==> src/rtl/shift_packer.sv <==
// shift_packer: packs IN_W-bit lanes into RATIO-lane words with flush and back-pressure
module shift_packer #(
  parameter int IN_W = 8,
  parameter int RATIO = 4,
  parameter int MSB_FIRST = 1,
  localparam int OUT_W = IN_W * RATIO,
  localparam int CW = $clog2(RATIO),
  localparam int OCW = $clog2(RATIO + 1)
) (
  input  logic             clk,
  input  logic             rst_n,
  input  logic [IN_W-1:0]  in_data,
  input  logic             in_valid,
  output logic             in_ready,
  input  logic             flush,
  output logic [OUT_W-1:0] out_data,
  output logic             out_valid,
  input  logic             out_ready,
  output logic [OCW-1:0]   out_count,
  output logic             flush_pend
);
  logic [OUT_W-1:0] acc, acc_next;
  logic [CW-1:0] cnt, lane;
  logic out_free, last, acc_in, full, fl_exec, fl_done;
  // handshake decode and lane insertion into the accumulator
  always_comb begin
    out_free = !out_valid || out_ready;
    last = cnt == CW'(RATIO - 1);
    in_ready = rst_n && !flush_pend && (!last || out_free);
    acc_in = in_valid && in_ready;
    full = acc_in && last;
    fl_exec = flush_pend && out_free && cnt != '0;
    fl_done = flush_pend && (out_free || cnt == '0);
    lane = MSB_FIRST != 0 ? CW'(RATIO - 1) - cnt : cnt;
    acc_next = acc;
    for (int i = 0; i < RATIO; i++)
      if (acc_in && lane == CW'(i)) acc_next[i*IN_W +: IN_W] = in_data;
  end
  // output register, accumulator, lane counter and latched flush
  always_ff @(posedge clk) begin
    if (!rst_n) begin
      out_data <= '0;
      out_count <= '0;
      out_valid <= 1'b0;
      acc <= '0;
      cnt <= '0;
      flush_pend <= 1'b0;
    end else begin
      if (full) begin
        out_data <= acc_next;
        out_count <= OCW'(RATIO);
        out_valid <= 1'b1;
      end else if (fl_exec) begin
        out_data <= acc;
        out_count <= OCW'(cnt);
        out_valid <= 1'b1;
      end else if (out_ready) begin
        out_valid <= 1'b0;
      end
      acc <= (full || fl_exec) ? '0 : acc_next;
      cnt <= (full || fl_exec) ? '0 : cnt + CW'(acc_in);
      flush_pend <= flush || (flush_pend && !fl_done);
    end
  end
endmodule

==> config.mk <==
export PLATFORM = sky130hd
export DESIGN_NAME = shift_packer
export DESIGN_NICKNAME = d
export VERILOG_FILES = /design/src/rtl/shift_packer.sv
export SDC_FILE = /design/constraint.sdc
export NUM_CORES = 1
export LEC_CHECK = 0
export BUFFER_PORTS_ARGS = -buffer_cell sky130_fd_sc_hd__buf_2
export CORE_UTILIZATION = 30
export CTS_BUF_LIST = sky130_fd_sc_hd__clkbuf_16
export DETAILED_ROUTE_END_ITERATION = 6
export PLACE_DENSITY = 0.51
export SLEW_MARGIN = 10
export SYNTH_ARGS = -nofsm -noshare
export SYNTH_HDL_FRONTEND = slang
export SYNTH_SLANG_ARGS = --single-unit
==> constraint.sdc <==
create_clock -name clk -period 2.5 [get_ports clk]
set_input_delay 0.125 -clock clk [delete_from_list [all_inputs] [get_ports clk]]
set_output_delay 0.125 -clock clk [all_outputs]
set_load 0.01 [all_outputs]
# [Word level (Yosys, flattened, before mapping)]
# Cells that the tools add are included.
[op_classes] reduce_logical=28 n_eq_ne=4 muxes=11 n_bitwise=1 addsub=2
[op_table] cell="two-way mux 32 bit" count=2
[op_table] cell="two-way mux 8 bit" count=4
[op_table] cell="logical AND 1 bit" count=12
[op_table] cell="equality test 2 bit (second input constant)" count=3
[op_table] cell="two-way mux 3 bit" count=2
[op_table] cell="logical OR 1 bit" count=5
[op_table] cell="zero test 1 bit" count=4
[op_table] cell="zero test 2 bit" count=2
[op_table] cell="nonzero test 2 bit" count=2
[op_table] cell="OR reduction 2 bit" count=2
[op_table] cell="two-way mux 1 bit" count=3
[op_table] cell="nonzero test 3 bit" count=1
[op_table] cell="adder 2 x 1 -> 2 bit" count=1
[op_table] cell="equality test 2 x 1 -> 1 bit (second input constant)" count=1
[op_table] cell="subtractor 2 bit (first input constant)" count=1
[op_table] cell="inverter 1 bit" count=1
[word_totals] output_inout_bits=38 regBits=71 elab_cells=53

# [Logic depth before layout (Yosys ltp)]
# Gate-level depths: netlist (run 1).
[logic_depth] ltp_word=8 mapped_depth=8 ltp_nobuf=7

# [Worst setup path before layout (run 1)]
# Ideal clock, no wire load.
[synth_path] kind="reg-to-reg" from="reg out_valid" to="reg out_data[27]" synth_period_minus_slack_ps=1624 path_slack_ps=876 setup_time_ps=133 arrival_ps=1491 required_ps=2367 stages_incl_launch_ff=8 cell_sequence="dfxtp_1 > nor2b_1 > clkbuf_1 > or3_1 > buf_2 > nand2_2 > buf_2 > o22ai_1"
[synth_between] elab_chain_len=8 elab_cells_between_ends=12
[synth_lines] element="from (decl)" line_no="17" rtl="output logic out_valid,"
[synth_lines] element="from (signal assigned)" line_no="44" rtl="out_valid <= 1'b0;"
[synth_lines] element="from (signal assigned)" line_no="52" rtl="out_valid <= 1'b1;"
[synth_lines] element="from (signal assigned)" line_no="56" rtl="out_valid <= 1'b1;"
[synth_lines] element="zero test 1 bit (*)" line_no="27" rtl="out_free = !out_valid || out_ready;"
[synth_lines] element="logical OR 1 bit (*)" line_no="27"
[synth_lines] element="logical OR 1 bit" line_no="29" rtl="in_ready = rst_n && !flush_pend && (!last || out_free);"
[synth_lines] element="logical AND 1 bit" line_no="29"
[synth_lines] element="logical AND 1 bit" line_no="30" rtl="acc_in = in_valid && in_ready;"
[synth_lines] element="logical AND 1 bit" line_no="37" rtl="if (acc_in && lane == CW'(i)) acc_next[i*IN_W +: IN_W] = in_data;"
[synth_lines] element="two-way mux 8 bit" line_no="37"
[synth_lines] element="two-way mux 32 bit" line_no="49" rtl="if (full) begin"
[synth_lines] element="to (signal assigned)" line_no="50" rtl="out_data <= acc_next;"
[synth_lines] element="to (decl)" line_no="16" rtl="output logic [OUT_W-1:0] out_data,"
# Mark *: on every way between the ends. The rest lies on a longest branch, timed or not.
# A chain may end at the register's enable or synchronous reset.

# [Worst setup path after layout (run 1)]
[layout_path] from="reg flush_pend" to="reg out_data[22]"
[layout_between] elab_chain_len=7 elab_cells_between_ends=11
[layout_lines] element="from (decl)" line_no="20" rtl="output logic flush_pend"
[layout_lines] element="from (signal assigned)" line_no="62" rtl="flush_pend <= flush || (flush_pend && !fl_done);"
[layout_lines] element="zero test 1 bit" line_no="29"
[layout_lines] element="logical AND 1 bit (2 in a row)" line_no="29"
[layout_lines] element="logical AND 1 bit" line_no="30"
[layout_lines] element="logical AND 1 bit" line_no="37"
[layout_lines] element="two-way mux 8 bit" line_no="37"
[layout_lines] element="two-way mux 32 bit" line_no="49"
# Parallel ways exist; a longest one is shown, timed or not.

==> results.md, run 1 <==
- Status: finished clean
- Hold EP: flush_pend
- M1 GR Usage: 0.189
- Post-CTS Hold Fix Bufs: 0
- Worst r2r src: flush_pend
- Number of flops mapped to enable cells by yosys: 0
- Row count: 33
- Final worst slack: 690 ps
- Fin Setup TNS: 0 ps
- Filler cells: 851
- Adder-Cell Fraction of Synth Area: 0.00473
- Hold_sp: flush
- Post-synthesis xor/xnor area fraction: 0.00331
- Synth-to-Final Area Change: 26.9%
- Clock transition at path regs: 60 ps
- Post-synthesis mux area share: 0.219
- Share of cells above drive strength 1: 0.243
- GR peak layer: met2
- F_max: 0.552 GHz
- Die Footprint: 9200 µm²
- Asr flop ratio synth: 0
- Final hold slack: 9.05 ps
- Tmin final: 1810 ps
- H-tree levels: 3
- DIE HEIGHT: 95.9 µm
- CORE AREA: 8380 µm²
- Simple-gate share of the synthesized area: 0.116
- Port buffer count: 50
- Via/cell ratio: 4.78
- R2R Path End: out_data[22]
- Multi-input gate area in the final layout: 1140 µm²
- CP Max Fanout: 8
- CP Class: flop to flop
- Vias in the first global route: 1,893
- CTS tree: done
- Final period util: 0.724
- Worst hold stages: 3
- Met3 Track Usage GR: 0.0585
- Routed WL: 6300 µm
- Max Slew Vio Count: 0
- VDD IR max: 0.000315 V
- Clock buffer count from CTS: 9
- Fin nets: 313
- Synth cell types: 29
- Crit path arrival time: 2010 ps
- Part of the Yosys area used for sequential elements: 0.537
- WL/cell: 15.4 µm
- Mean Syn Cell Area: 10.6 µm²
- Largest family of logic cells by synthesized area: multiplexers
- Via count: 1,955
- First-pass GRT wire length: 9850 µm
- Initial antenna violation count: 0
- I/O pin cnt: 51
- Seq cells post-synth: 71
- GR met2 Demand/Resource: 0.223
- Sequence of cells on the critical path: nand3b_2 -> or3b_1 -> mux2i_1 -> o22ai_1
- Synth Area in Compound Gates: 0.0880
- Synth warnings: 0
- Post-route ant nets: 0
- Clock Skew: 6.06 ps
- Post-Synthesis Cells: 249
- CP Buf/Inv Count: 0
- Post-CTS Setup Bufs: 0
- Total power: 2.75 mW
- Worst-Margin Slew: 905 ps
- GRT Util Overall: 0.149
- Relative slew slack: 0.392
- Critical Path RT: 2700 ps
- Root buf cell: clkbuf_16
- Top FF cell, synth: dfxtp_1
- R2R Setup Slk: 690 ps
- Max incr delay on CP: 650 ps
- Largest net degree at the start of global routing: 30
- HP Class: input port to flop
- Critical Path End Type: flop
- Fin. Hold Viols: 0
- Critical Path Source Type: flop
- Initial DRC Count: 45
- DIE WIDTH: 95.9 µm
- Skew-Pair Late Insertion Delay: 340 ps
- Max-Cap Viols: 0
- Pre-CTS setup slack: 683 ps
- Sequential cell area: 1420 µm²
- Gr ovfl total: 0
- Syn nets: 263
- Pwr/cell area: 819 nW/µm²
- Top delay family on crit path: simple AND/OR/NAND/NOR gates
- CP max stage cell: or3b_1
- Final setup violating endpoints: 0
- Pleak: 1.35 nW
- RSZ-0062 raised after global routing: false
- Initial Util: 0.316
- PostCTS Resize Cnt: 0
- Drt drc: 0
- Clock Tree Buf Depth: 2
- First-pass DRT Iterations: 4
- Total clock sinks: 71
- Number of diodes: 0
- Area of the mapped netlist: 2650 µm²
- Final HPWL DP: 4050 µm
- Routability Congestion: 0.745
- Worst r2r path cells: 4
worst reg2reg max path, delay by kind of cell (launching register included):
kind	cells	cell delay (ps)
and+or+nand+nor	2	940
DFF	1	350
muxes	1	290
AOI/OAI and AO/OA	1	110
sequential cells by signal, indices dropped and copies added, names as in the netlist:
name	flops
acc	32
out_data	32
out_count	3
cnt	2
flush_pend	1
out_valid	1
placed cells by master (no fill, tap or decap), drive strengths merged, types with 3 or more instances in the layout:
cell and count:
and2 10, buf 55, bufinv 3, clkbuf 9, dfxtp 71, inv 4, mux2i 58, nand2 11
nor2 32, nor3 3, o21ai 11, o22ai 24
cells by family after synthesis:
kind of cell	Yosys count
flops	71
simple gates	62
mux	58
compound gates	39
buf+inv	17
xor+xnor	1
fa+ha+maj	1
worst max path at each step:
stage                     from           end  cells past startpoint
floorplan            out_valid  out_data[27]                      7
global placement        cnt[0]  out_data[29]                      5
detailed placement      cnt[0]  out_data[18]                      5
CTS                     cnt[0]  out_data[21]                      5
global route            cnt[0]  out_data[31]                      5
finish              flush_pend  out_data[22]                      4
per-stage QoR:
step,std cells,utilization,instance area (µm²)
final,409,0.400,3360
after global routing,409,0.400,3360
after CTS,409,0.400,3360
after detailed placement,393,0.359,3010
after global placement,393,0.359,3010
after floorplan,249,-,2650
power breakdown:
part / switching, mW / total (mW) / internal (mW)
registers: 0.0104 / 1.15 / 1.14
logic: 0.0728 / 0.118 / 0.0451
clock network: 0.498 / 1.48 / 0.979
per-layer routing:
metal,part of all wire,routed length [µm]
met1,0.48,3050
met2,0.44,2770
met3,0.058,367
met4,0.018,114
met5,0,0
cell type report:
type,count,share of cell area
Clock buffer,9,0.0671
Tap cell,105,0.0391
Timing Repair Buffer,55,0.0932
Sequential cell,71,0.424
Inverter,1,0.00112
Multi-Input combinational cell,161,0.340
Clock inverter,7,0.0358
synth_stat cells, types with 2 or more instances:
cell	count	area [µm²]
and2_1	10	62.6
buf_2	9	45.0
buf_4	2	15.0
clkbuf_1	4	15.0
dfxtp_1	71	1420
mux2i_1	58	581
nand2_1	10	37.5
nor2_1	31	116
nor3_1	2	10.0
o21ai_0	10	50.1
o22ai_1	24	150
Note: power is estimated with default switching activity, not from simulation.
==> run 2: changes to the inputs <==
--- a/config.mk
+++ b/config.mk
@@ -9,7 +9,7 @@
 export CORE_UTILIZATION = 30
 export CTS_BUF_LIST = sky130_fd_sc_hd__clkbuf_16
 export DETAILED_ROUTE_END_ITERATION = 6
-export PLACE_DENSITY = 0.51
+export PLACE_DENSITY = 0.52
 export SLEW_MARGIN = 10
 export SYNTH_ARGS = -nofsm -noshare
 export SYNTH_HDL_FRONTEND = slang
==> constraint.sdc (replaced) <==
create_clock -name clk -period 1.5 [get_ports clk]
set_input_delay 0.075 -clock clk [delete_from_list [all_inputs] [get_ports clk]]
set_output_delay 0.075 -clock clk [all_outputs]
set_load 0.01 [all_outputs]
==> run 2 against run 1 <==
Compared with the run above:
- maximum frequency grew 21%
- combinational power grew 150%
- clock-buffer cell count is the same
- critical path depth grew 1
- die area is the same
- sequential power grew 67%
- global-route usage grew 0.74 points
- largest power group unchanged
- clock skew shrank 2.5 ps
- critical path type unchanged
- setup slack lost 690 ps
- clock power grew 40%
==> results.md, run 2 (synthesized netlist as in run 1, its figures left out) <==
- Post-route ant nets: 0 (unchanged)
- Gr ovfl total: 0 (unchanged)
- Number of diodes: 0 (unchanged)
- Routed WL: 6630 µm (was 6300 µm)
- Vias in the first global route: 1,938 (was 1,893)
- Via count: 2,055 (was 1,955)
- Row count: 33 (unchanged)
- Port buffer count: 50 (unchanged)
- Worst hold stages: 3 (unchanged)
- CORE AREA: 8380 µm² (unchanged)
- CTS tree: done (unchanged)
- Critical Path Source Type: flop (unchanged)
- Largest regs: acc: 32 flops, out_data: 32 flops, out_count: 3 flops (unchanged)
- Max Slew Vio Count: 0 (unchanged)
- Initial DRC Count: 86 (was 45)
- Clock Skew: 3.52 ps (was 6.06 ps)
- Sequential cell area: 1430 µm² (was 1420 µm²)
- Share of cells above drive strength 1: 0.368 (was 0.243)
- WL/cell: 15.3 µm (was 15.4 µm)
- Skew-Pair Late Insertion Delay: 330 ps (was 340 ps)
- Final Util: 0.445 (was 0.400)
- Final period util: 0.998 (was 0.724)
- CP Buf/Inv Count: 1 (was 0)
- Root buf cell: clkbuf_16 (unchanged)
- Final HPWL DP: 4360 µm (was 4050 µm)
- VDD IR max: 0.000459 V (was 0.000315 V)
- Clock Tree Buf Depth: 2 (unchanged)
- Routability Congestion: 0.734 (was 0.745)
- CP Max Fanout: 8 (unchanged)
- Initial antenna violation count: 0 (unchanged)
- CP Class: flop to flop (unchanged)
- GRT Util Overall: 0.157 (was 0.149)
- Largest net degree at the start of global routing: 26 (was 30)
- Filler cells: 820 (was 851)
- Synth-to-Final Area Change: 41.0% (was 26.9%)
- Critical Path End Type: flop (unchanged)
- HP Class: input port to flop (unchanged)
- Multi-input gate area in the final layout: 1310 µm² (was 1140 µm²)
- Relative slew slack: 0.687 (was 0.392)
- Tmin final: 1500 ps (was 1810 ps)
- Drt drc: 0 (unchanged)
- Leading cell type in the layout, fill and taps excluded: dfxtp_1 (unchanged)
- Pwr/cell area: 1150 nW/µm² (was 819 nW/µm²)
- Status: finished clean (unchanged)
- Fin. Hold Viols: 0 (unchanged)
- Via/cell ratio: 4.74 (was 4.78)
- Max-Cap Viols: 0 (unchanged)
- I/O pin cnt: 51 (unchanged)
- RSZ-0062 raised after global routing: true (was false)
- Critical path depth in cells: 5 (was 4)
- Commonest cells after routing, fill and taps aside: dfxtp_1 (68), buf_2 (50), mux2i_1 (46) (was dfxtp_1 (71), mux2i_1 (58), buf_2 (50))
- Fin nets: 338 (was 313)
- Sequence of cells on the critical path: nand3b_4 -> or3b_4 -> buf_12 -> mux2i_2 -> o22ai_1 (was nand3b_2 -> or3b_1 -> mux2i_1 -> o22ai_1)
- R2R Setup Slk: 3 ps (was 690 ps)
- Pleak: 1.45 nW (was 1.35 nW)
- Die Footprint: 9200 µm² (unchanged)
- Worst r2r path cells: 5 (was 4)
- Clock transition at path regs: 60 ps (about the same)
- Crit path arrival time: 1710 ps (was 2010 ps)
- First-pass DRT Iterations: 4 (unchanged)
- Fin Setup TNS: 0 ps (unchanged)
- Critical Path RT: 1710 ps (was 2700 ps)
- Total clock sinks: 71 (unchanged)
- Initial Util: 0.316 (unchanged)
- DIE HEIGHT: 95.9 µm (unchanged)
- CP max stage cell: or3b_4 (was or3b_1)
- Final setup violating endpoints: 0 (unchanged)
- First-pass GRT wire length: 10,200 µm (was 9850 µm)
- Worst-Margin Slew: 468 ps (was 905 ps)
- DIE WIDTH: 95.9 µm (unchanged)
- F_max: 0.668 GHz (was 0.552 GHz)
- H-tree levels: 3 (unchanged)
- Max incr delay on CP: 400 ps (was 650 ps)
- Clock buffer count from CTS: 9 (unchanged)
- Top delay family on crit path: simple AND/OR/NAND/NOR gates (unchanged)
## run 2: through the flow
step	cell area [µm²]	setup slack [ps]	cells	hold WS, ps	power (mW)
final	3730	3.07	434	42.3	4.29
after global routing	3730	-49.5	434	61.4	4.44
after CTS	3530	0.947	429	7.70	4.28
after detailed placement	3200	-79.9	411	321	2.21
after global placement	3200	-83.8	411	316	2.21
after floorplan	2700	-1.69	249	184	2.09
## run 2: cell type report
type,instances,area share
Clock inverter,7,0.0171
Timing Repair Buffer,80,0.154
Clock buffer,9,0.0604
Multi-Input combinational cell,161,0.350
Tap cell,105,0.0352
Inverter,1,0.00101
Sequential cell,71,0.382
## run 2: layer usage
metal | track usage | part of all wire | up-vias | wire (µm)
met5 | 0 | 0 | - | 0
met4 | 0.0784 | 0.024 | 0 | 159
met3 | 0.0450 | 0.036 | 11 | 236
met2 | 0.243 | 0.47 | 37 | 3100
met1 | 0.198 | 0.47 | 984 | 3130
li1 | - | - | 1023 | -
## run 2: path summary, 6_finish.rpt
| path | startpoint | end |
|---|---|---|
| setup reg to reg | flush_pend | out_data[17] |
| setup / recovery | flush_pend | out_data[17] |
| hold / removal | in_data[5] | out_data[5] |
| hold reg to reg | out_count[2] | out_count[2] |
## run 2: power breakdown
group / switching, mW / total [mW] / internal, mW
Sequential: 0.0150 / 1.92 / 1.91
Combinational: 0.153 / 0.294 / 0.141
Clock: 0.798 / 2.07 / 1.27
Total: 0.966 / 4.29 / 3.32
## run 2: repair_timing
item,4_1_cts,5_1_grt
buffers inserted,1,4
hold buffers,1,0
cloned,0,1
gates resized for setup,5,31
endpoints found under the setup margin,33,68
hold endpoints to repair,1,0
pin swaps,1,3
## run 2: tightest hold or removal path: cells and delay by family
| family | cells | cell delay, ps |
|---|---|---|
| buffers and inverters | 1 | 150 |
| AND/OR/NAND/NOR | 1 | 60 |
| AO/OA/AOI/OAI | 1 | 60 |
==> run 3: changes to the inputs <==
==> constraint.sdc (replaced) <==
create_clock -name clk -period 1.23 [get_ports clk]
set_input_delay 0.0615 -clock clk [delete_from_list [all_inputs] [get_ports clk]]
set_output_delay 0.0615 -clock clk [all_outputs]
set_load 0.01 [all_outputs]
==> run 3 against run 2 <==
Compared with the run above:
- the run now ends with setup timing left
- non-clock buffer count up 4
- flip-flop and latch count unchanged
- critical path depth up 2
- hold slack worse by 6.4 ps
- power up 19%
- register-to-register slack worse by 300 ps
- setup slack worse by 300 ps
- sequential share of layout area down 2.5 points
- clock-buffer cell count unchanged
- die area unchanged
- sequential power up 22%
- via count up 2.9%
- largest cell class is now multi-input gates
==> results.md, run 3 (synthesized netlist as in run 1, its figures left out) <==
- Status: complete, but fails checks (was finished clean)
- Failing checks: setup timing
- HP Class: input port to flop (unchanged)
- Largest regs: acc: 32 flops, out_data: 32 flops, out_count: 3 flops (unchanged)
- Critical Path Source Type: flop (unchanged)
- Number of diodes: 0 (unchanged)
- Final worst slack: -301 ps (was 3.07 ps)
- Clock Tree Buf Depth: 2 (unchanged)
- First-pass GRT wire length: 10,900 µm (was 10,200 µm)
- Hold_sp: in_data[4] (was in_data[5])
- Relative slew slack: 0.665 (was 0.687)
- I/O pin cnt: 51 (unchanged)
- Port buffer count: 50 (unchanged)
- Fin Setup TNS: -16,160 ps (was 0 ps)
- Worst-Margin Slew: 500 ps (was 468 ps)
- CTS tree: done (unchanged)
- Hold EP: out_data[4] (was out_data[5])
- WL/cell: 16.3 µm (was 15.3 µm)
- Clock transition at path regs: 50 ps (was 60 ps)
- CP Max Fanout: 7 (was 8)
- CP Class: flop to flop (unchanged)
- Fin. Hold Viols: 0 (unchanged)
- Total power: 5.09 mW (was 4.29 mW)
- Clock Skew: 3.83 ps (was 3.52 ps)
- Critical Path RT: 1450 ps (was 1710 ps)
- Via/cell ratio: 4.82 (was 4.74)
- Commonest cells after routing, fill and taps aside: dfxtp_1 (67), buf_2 (49), mux2i_1 (40) (was dfxtp_1 (68), buf_2 (50), mux2i_1 (46))
- Max-Cap Viols: 0 (unchanged)
- Pwr/cell area: 1270 nW/µm² (was 1150 nW/µm²)
- Pleak: 1.54 nW (was 1.45 nW)
- R2R Setup Slk: -300 ps (was 3 ps)
- Design area: 4010 µm² (was 3730 µm²)
- VDD IR max: 0.000738 V (was 0.000459 V)
- Final setup violating endpoints: 71 (was 0)
- Routability Congestion: 0.711 (was 0.734)
- Clock buffer count from CTS: 9 (unchanged)
- Worst hold stages: 3 (unchanged)
- Initial Util: 0.316 (unchanged)
- Row count: 33 (unchanged)
- Crit path arrival time: 1750 ps (was 1710 ps)
- Synth-to-Final Area Change: 51.7% (was 41.0%)
- Max Slew Vio Count: 0 (unchanged)
- DIE WIDTH: 95.9 µm (unchanged)
- Gr ovfl total: 0 (unchanged)
- Placed cell areas: 3260 µm² (was 3200 µm²)
- Via count: 2,114 (was 2,055)
- Sequence of cells on the critical path: buf_6 -> a21o_1 -> a22oi_2 -> buf_4 -> o21ai_4 -> clkbuf_16 -> nor2_1 (was nand3b_4 -> or3b_4 -> buf_12 -> mux2i_2 -> o22ai_1)
- Vias in the first global route: 2,057 (was 1,938)
- RSZ-0062 raised after global routing: true (unchanged)
- Worst r2r src: cnt[0] (was flush_pend)
- CP Buf/Inv Count: 3 (was 1)
- Die Footprint: 9200 µm² (unchanged)
- Critical Path End Type: flop (unchanged)
- Initial DRC Count: 74 (was 86)
- Leading cell type in the layout, fill and taps excluded: dfxtp_1 (unchanged)
- Largest net degree at the start of global routing: 26 (unchanged)
- CORE AREA: 8380 µm² (unchanged)
- Routed WL: 7160 µm (was 6630 µm)
- Placed cell count: 413 (was 411)
- Share of cells above drive strength 1: 0.440 (was 0.368)
- Fin nets: 343 (was 338)
- First-pass DRT Iterations: 5 (was 4)
- Final HPWL DP: 4340 µm (was 4360 µm)
- R2R Path End: acc[11] (was out_data[17])
- Worst r2r path cells: 7 (was 5)
- Total clock sinks: 71 (unchanged)
- Final Util: 0.479 (was 0.445)
- Post-route ant nets: 0 (unchanged)
- Non-Filler Instances: 439 (was 434)
- GRT Util Overall: 0.164 (was 0.157)
- Tmin final: 1530 ps (was 1500 ps)
- Final period util: 1.24 (was 0.998)
- H-tree levels: 3 (unchanged)
- Root buf cell: clkbuf_16 (unchanged)
- CP max stage cell: dfxtp_4 (was or3b_4)
- Skew-Pair Late Insertion Delay: 330 ps (about the same)
- Top delay family on crit path: buffers and inverters (was simple AND/OR/NAND/NOR gates)
- Drt drc: 0 (unchanged)
- F_max: 0.653 GHz (was 0.668 GHz)
- Max incr delay on CP: 400 ps (about the same)
- DIE HEIGHT: 95.9 µm (unchanged)
- Initial antenna violation count: 0 (unchanged)
-- run 3: layout make-up --
| cell class | count | area (µm²) |
|---|---|---|
| Clock buffer | 9 | 225 |
| Clock inverter | 7 | 32.5 |
| Fill cell | 792 | 4370 |
| Inverter | 1 | 3.75 |
| Multi-Input combinational cell | 162 | 1500 |
| Sequential cell | 71 | 1430 |
| Tap cell | 105 | 131 |
| Timing Repair Buffer | 84 | 689 |
-- run 3: report_power, final --
group / switching (mW) / internal [mW] / total (mW)
sequential: 0.0270 / 2.32 / 2.35
clock: 0.936 / 1.33 / 2.26
combinational: 0.233 / 0.244 / 0.476
-- run 3: through the flow --
stage | hold slack, ps | worst slack [ps]
after global routing | 70.1 | -330
final | 35.9 | -301
after CTS | 21.1 | -264
after global placement | 272 | -275
after floorplan | 170 | -224
after detailed placement | 275 | -277
-- run 3: repair_timing --
action / CTS / global route
buffers inserted: 5 / 0
endpoints found under the hold margin: 1 / 0
gates resized for setup: 27 / 49
endpoints found under the setup margin: 71 / 71
gates cloned: 2 / 3
pin swaps: 12 / 11
hold buffers: 1 / 0
-- run 3: how the worst max path moves through the flow --
stage | end | cells after the start | startpoint
after floorplan | out_data[17] | 6 | flush_pend
after global placement | cnt[0] | 5 | flush_pend
after detailed placement | out_data[18] | 5 | flush_pend
after CTS | out_data[19] | 5 | flush_pend
after global routing | acc[11] | 7 | cnt[0]
final | acc[11] | 7 | cnt[0]
-- run 3: routing by layer --
metal | vias up | global-route usage | wire, µm
met5 | - | 0 | 0
li1 | 1052 | - | -
met2 | 36 | 0.265 | 3510
met1 | 1016 | 0.208 | 3270
met4 | 0 | 0.0697 | 115
met3 | 10 | 0.0419 | 260
-- run 3: tightest hold or removal path: stages --
cell and delay, ps:
buf_2 140, nand2_1 60, o21ai_1 50
